`config.mk`:
```
export PLATFORM = sky130hd
export DESIGN_NAME = icache
export DESIGN_NICKNAME = d
export VERILOG_FILES = /design/src/rtl/icache.sv
export SDC_FILE = /design/constraint.sdc
export NUM_CORES = 1
export LEC_CHECK = 0
export ABC_AREA = 1
export BUFFER_PORTS_ARGS = -buffer_cell sky130_fd_sc_hd__buf_2
export CAP_MARGIN = 40
export CORE_ASPECT_RATIO = 1.1
export CORE_MARGIN = 1.5
export CORE_UTILIZATION = 35
export CTS_CLUSTER_DIAMETER = 50
export DETAILED_ROUTE_END_ITERATION = 12
export HOLD_SLACK_MARGIN = 0.02
export PLACE_DENSITY_LB_ADDON = 0.25
export SYNTH_ARGS = -nofsm -noshare
export SYNTH_HDL_FRONTEND = slang
export SYNTH_SLANG_ARGS = --single-unit
```
`constraint.sdc`:
```
create_clock -name clk -period 3.6 [get_ports clk]
set_input_delay 0.54 -clock clk [delete_from_list [all_inputs] [get_ports clk]]
set_output_delay 0.54 -clock clk [all_outputs]
set_load 0.01 [all_outputs]
```
`src/rtl/icache.sv`:
```
// icache: direct-mapped, one-word-per-line instruction cache.
// Hits answer combinationally in the request cycle. A miss issues one word
// fetch to the memory controller and holds it until the completion pulse.
// A flush during a miss only suppresses forwarding, because the memory
// controller cannot abandon an access that has started.
module icache #(
  parameter int IDX_W = 4
) (
  input  logic        clk,
  input  logic        rst,
  input  logic        rdy,
  input  logic        fetch_req,
  input  logic [31:0] fetch_pc,
  output logic        inst_valid,
  output logic [31:0] inst_out,
  input  logic        clear,
  output logic        inst_IF_req,
  output logic [31:0] inst_IF_addr,
  input  logic        inst_IF_flag,
  input  logic [31:0] inst_IF
);

  localparam int LINES = 1 << IDX_W;
  localparam int TAG_W = 30 - IDX_W;

  typedef enum logic {IDLE, MISS} state_t;

  state_t      state_reg, state_next;
  logic [31:0] miss_addr_reg, miss_addr_next;
  logic        drop_reg, drop_next;

  logic             valid_reg [LINES];
  logic [TAG_W-1:0] tag_mem   [LINES];
  logic [31:0]      data_mem  [LINES];

  logic [IDX_W-1:0] req_idx;
  logic [TAG_W-1:0] req_tag;
  logic [IDX_W-1:0] fill_idx;
  logic [TAG_W-1:0] fill_tag;
  logic             hit;
  logic             fill_we;
  logic             pc_matches_miss;
  logic             unused_pc_bits;

  assign req_idx  = fetch_pc[IDX_W+1:2];
  assign req_tag  = fetch_pc[31:IDX_W+2];
  assign fill_idx = miss_addr_reg[IDX_W+1:2];
  assign fill_tag = miss_addr_reg[31:IDX_W+2];
  assign hit      = valid_reg[req_idx] && (tag_mem[req_idx] == req_tag);

  // The byte offset inside a word never selects anything.
  assign unused_pc_bits  = ^fetch_pc[1:0];
  assign pc_matches_miss = (fetch_pc[31:2] == miss_addr_reg[31:2]);

  // A line is written only on the completion pulse of a live (unfrozen) miss.
  assign fill_we = rdy && (state_reg == MISS) && inst_IF_flag;

  assign inst_IF_addr = miss_addr_reg;

  // Control registers; rdy low freezes everything.
  always_ff @(posedge clk or negedge rst) begin
    if (!rst) begin
      state_reg     <= IDLE;
      miss_addr_reg <= 32'h0;
      drop_reg      <= 1'b0;
    end else if (rdy) begin
      state_reg     <= state_next;
      miss_addr_reg <= miss_addr_next;
      drop_reg      <= drop_next;
    end
  end

  // Valid bits are the only per-line state cleared by reset.
  genvar gi;
  generate
    for (gi = 0; gi < LINES; gi++) begin : g_valid
      always_ff @(posedge clk or negedge rst) begin
        if (!rst) begin
          valid_reg[gi] <= 1'b0;
        end else if (fill_we && (fill_idx == IDX_W'(gi))) begin
          valid_reg[gi] <= 1'b1;
        end
      end
    end
  endgenerate

  // Tag and data storage: written on fill, read asynchronously for the hit path.
  always_ff @(posedge clk) begin
    if (fill_we) begin
      tag_mem[fill_idx]  <= fill_tag;
      data_mem[fill_idx] <= inst_IF;
    end
  end

  // Next-state and output decode for the IDLE/MISS controller.
  always_comb begin
    state_next     = state_reg;
    miss_addr_next = miss_addr_reg;
    drop_next      = drop_reg;
    inst_valid     = 1'b0;
    inst_out       = 32'h0;
    inst_IF_req    = 1'b0;

    case (state_reg)
      IDLE: begin
        if (fetch_req && !clear) begin
          if (hit) begin
            inst_valid = rdy;
            inst_out   = rdy ? data_mem[req_idx] : 32'h0;
          end else begin
            miss_addr_next = {fetch_pc[31:2], 2'b00};
            drop_next      = 1'b0;
            state_next     = MISS;
          end
        end
      end

      MISS: begin
        // Dropping the request in the completion cycle keeps the memory
        // controller from starting a second fetch.
        inst_IF_req = !inst_IF_flag;
        if (clear) begin
          drop_next = 1'b1;
        end
        if (inst_IF_flag) begin
          state_next = IDLE;
          if (!drop_reg && !clear && fetch_req && pc_matches_miss) begin
            inst_valid = rdy;
            inst_out   = rdy ? inst_IF : 32'h0;
          end
        end
      end

      default: begin
        state_next = IDLE;
      end
    endcase
  end

endmodule

```
### Word-level counts from Yosys, hierarchy flattened

Memory sizes are Yosys's and may differ from the RTL's.
Index checks and enable logic that the tools add are counted.

| storage, ports and cells | value |
|---|---|
| register bits | 48 |
| memory bits (writable) | 928 |
| input port bits | 70 |
| logic and storage cells | 100 |
| memories | 2 |

Memories:

| name | words | width | read ports | clocked after memory_dff | wr ports | line | RTL |
|---|---|---|---|---|---|---|---|
| data_mem | 16 | 32 | 1 | 0 | 1 | 34 | `logic [31:0] data_mem [LINES];` |
| tag_mem | 16 | 26 | 1 | 0 | 1 | 33 | `logic [TAG_W-1:0] tag_mem [LINES];` |

| cells by class | value |
|---|---|
| magnitude comparators | 1 |
| eq/ne operators | 20 |
| mux-type cells | 26 |
| bitwise logic cells | 3 |
| reduce and logical (&&, ||, !) cells | 29 |

Operators by type and width:

| operator | number |
|---|---|
| $mux W32 | 6 |
| $pmux W32 S2 | 1 |
| $eq A4 B4 Y1 const B | 8 |
| $eq A30 B30 Y1 | 1 |
| $eq A26 B26 Y1 | 1 |
| $logic_and A1 B1 Y1 | 23 |
| $eq A4 B3 Y1 const B | 4 |
| $mux W1 | 15 |
| $eq A4 B2 Y1 const B | 2 |
| $reduce_and A4 Y1 | 2 |
| $ne A2 B2 Y1 const B | 3 |
| $pmux W1 S2 | 3 |
| $ge A5 B5 Y1 const B | 1 |
| $not A4 Y5 | 1 |
| $bmux W1 S4 | 1 |
| $eq A4 B1 Y1 const B | 1 |
| $logic_not A4 Y1 | 1 |
| $logic_not A1 Y1 | 3 |
| $not A1 Y1 | 2 |

### Longest topological paths before layout

| logic depth | value |
|---|---|
| depth in word-level cells | 8 |
| gate-level depth with buffers | 22 |
| gate-level depth less buffers | 18 |

### Worst setup path after synthesis

No wires, ideal clock.

| timing path | value |
|---|---|
| path type | input -> register |
| start point | input port inst_IF_flag |
| end point | memory data_mem[4][0] (enable) |
| arrival | 3.391 ns |
| data required time | 3.125 ns |
| slack | -0.266 ns |
| cell stages on the path | 4 |
| buffers on the path | 0 |
| cell sequence | nand2_1 > nor2_1 > nand3_1 > nor2_1 |

| between the ends | value |
|---|---|
| longest elaborated chain between the ends | 3 |

Ends and longest elaborated chain:

| element | line | RTL |
|---|---|---|
| start, declared | 19 | `input logic inst_IF_flag,` |
| $logic_and A1 B1 Y1 | 56 | `assign fill_we = rdy && (state_reg == MISS) && inst_IF_flag;` |
| $mux W1 | 89 | `if (fill_we) begin` |
| $mux W1 (implied by the code) | 91 | `data_mem[fill_idx] <= inst_IF;` |
| end, declared | 34 |  |

Every way passes these cells.

### Final worst setup path

| timing path | value |
|---|---|
| start point | input port fetch_pc[2] |
| end point | output port inst_out[20] |

| between the ends | value |
|---|---|
| longest elaborated chain between the ends | 8 |
| elaborated cells between the ends (all ways) | 16 |
| classes of those cells | eq/ne: 2; mux: 9; bitwise: 1; reduce/logical: 2; memory: 2 |

Ends and longest elaborated chain:

| element | line | RTL |
|---|---|---|
| start, declared | 13 | `input logic [31:0] fetch_pc,` |
| parallel branches: the longest is 7 deep, another holds $mem_v2 Z16 W26 | -- |  |
| $pmux W32 S2 (*) | 104 | `case (state_reg)` |
| end, declared | 15 | `output logic [31:0] inst_out,` |

Mark *: on every way between the ends. The select of a mux whose other input is x is not followed.

==> qor.yml <==
syn_inst: 3477
drc: 0
hp-class: "input pin to flip-flop"
maxCapViolations: 0
max-vdd-ir-drop_mv: 0.396
antenna_found_initial: 8
slew_violations: 0
clk_latency_ns: 0.69
cts_tree: "done"
nets: 3795
hold_violations: 0
outcome: "finished, final reports clean"
die_w_microns: 327
cp.required_ns: 3.06
rows: 130
die_area_sq_um: 117000
cts_max_level: 3
gr-total-overflow: 0
synth_edf_count: 928
vias: 27400
stdcell_area_sq_um: 48400
rr_worst_depth: 5
grt_pass1_wl_mm: 172
synth_area_leaders: "edfxtp_1, nand2_1, o21ai_0, nor2_1, nand3_1"
yosysSeqAreaShare_pct: 71.9
critPathKind: "input pin to primary output"
core_area_sq_um: 114000
placed_area_sq_um: 44300
start_kind: "input pin"
setup_viol: 0
ios: 136
globalplace.congestion: 0.880
synth_area_leader_cell: "edfxtp_1"
worstPathMaxFanout: 20
yosys_warnings: 0
cts_buffer_depth: 3
cp.arrival_ns: 3.01
fin_skew_ns: 0.0234
async_flop_share_pct: 4.92
min_period_over_period_pct: 98.6
fillers: 10600
synth_top_area_share_pct: 69.0
fmaxAchievable_mhz: 282
max_flop_register: "data_mem"
io_buffer_count: 131
rsz0062_at_grt: "true"
synth.most_common_cell: "edfxtp_1"
routed_wl_mm: 118
cts_made_buffers: 109
area_growth_pct: 19.7
clk_pin_slew_ns: 0.05
cts_root_buffer: "clkbuf_16"
synth_ff_type: "edfxtp_1"
vias_per_cell: 5.14
ant_nets: 0
hold-path-cell-count: 3
dp_hpwl_mm: 65.1
ys_types: 33
cts_sinks: 976
drive_gt1_share_pct: 15.9
synth_seq_cells: 976
period_needed_ns: 3.55
p_leak_nw: 17.9
die_h_microns: 359
grt_max_degree: 169
synth_area_per_cell_sq_um: 11.6
powerDensity_nw_per_um2: 547
largest_reg_flops: 512
start_util_pct: 35.3
firstDrtPassIters: 5
synth_area_sq_um: 40400
worst_pin_slew_ns: 0.877
track_usage_pct: 19.5
fin_total_pwr_mw: 26.5
synth_common_cells: "edfxtp_1, nand2_1, nor2_1"
drt_iter0_drc: 2483
routedWlPerCell_microns: 22.2
first_global_vias: 25900
relSlewSlack_pct: 41.5
crit_path_end_kind: "primary output"
cell usage in the layout (no fill, tap or decap), drive strengths merged, types with 3 or more instances in the layout:
cell type and count:
a21oi 11, or2 13, nor2 447, nand3 328
nor4 5, clkinvlp 4, o221ai 37, dfrtp 48
o221a 19, clkbuf 145, bufinv 10, nand3b 3
nand2 692, edfxtp 928, o22ai 92, o21ai 395
clkinv 37, inv 203, buf 342, xnor2 12
o211ai 26
worst max-delay path, cell delays in order:
cell and delay, ns:
clkbuf_16 0.16, buf_4 0.17, clkbuf_16 0.19, nor2_1 0.11, nor2_1 0.04, o21ai_1 0.09, nand3_1 0.10, nand3_2 0.12
nand2_1 0.08, nand2_2 0.11, nand2_1 0.06, nor2_1 0.09, nand2_1 0.06, inv_1 0.04, nand3_1 0.15, nor2_4 0.20
buf_12 0.18, clkbuf_16 0.18, nand3_1 0.09, nand2_1 0.09, buf_2 0.12
worst paths after layout:
path	startpoint	endpoint	slack [ns]
min in group asynchronous	rst	inst_IF_addr[28]	0.46
hold reg to reg	valid_reg[6]	valid_reg[6]	0.46
max in group asynchronous	rst	valid_reg[13]	2.31
setup reg to reg	state_reg	data_mem[5][17]	1.10
hold / removal	clear	drop_reg	0.12
setup / recovery	fetch_pc[2]	inst_out[20]	0.05
metal layers:
| layer | share of wire (%) | up-vias | global-route usage [%] | routed length [microns] |
|---|---|---|---|---|
| met5 | 0.033 | - | 0 | 39 |
| met4 | 2.8 | 6 | 5.81 | 3360 |
| met3 | 6.6 | 204 | 3.69 | 7860 |
| met2 | 46 | 900 | 30.8 | 54500 |
| met1 | 44 | 13500 | 27.3 | 52600 |
| li1 | - | 12800 | - | - |
kinds of logic (layout without fill, tap and decap cells):
group / after synthesis / in the layout / share of synthesized area [%]
and+or+nand+nor: 1490 / 1490 / 15.0
xor gates and xnor gates: 12 / 12 / 0.260
AOI/OAI and AO/OA: 586 / 586 / 8.40
other: 1 / 4 / 0.00928
DFF: 976 / 976 / 71.9
buffers and inverters: 412 / 742 / 4.35
power breakdown:
group | switching, mW | internal [mW]
clock network | 4.51 | 6.45
logic | 1.68 | 0.760
registers | 0.133 | 12.9
stage by stage:
step                utilization (%)  setup TNS (ns)  std cells  setup slack, ns  hold slack (ns)
floorplan                         -         -228.93       3478           -0.266            0.244
global placement               38.7         -0.0963       5118          -0.0220            0.439
detailed placement             38.7          -0.129       5118          -0.0279            0.449
CTS                            41.8               0       5313          0.00156           0.0830
global route                   42.3           -2.47       5327          -0.0995            0.106
finish                         42.3               0       5328           0.0496            0.124
final cells by class:
cell class	instances	area, sq um	area share [%]
timing repair buffer	350	3140	6.49
sequential	976	29100	60.1
inverter	196	781	1.61
antenna	2	5.00	0.0103
timing repair inverter	2	22.5	0.0466
tap	1518	1900	3.93
clock inverter	56	604	1.25
multi-input combinational	2090	9930	20.5
clock buffer	138	2920	6.03
what timing repair did:
action,4_1_cts,5_1_grt
gates resized for setup,13,63
cloned,0,9
endpoints found under the setup margin,28,33
hold endpoints to repair,26,0
pin swaps,0,14
hold buffers,1,0
buffers inserted,0,4
No activity file was read; power rests on OpenSTA's default activity.
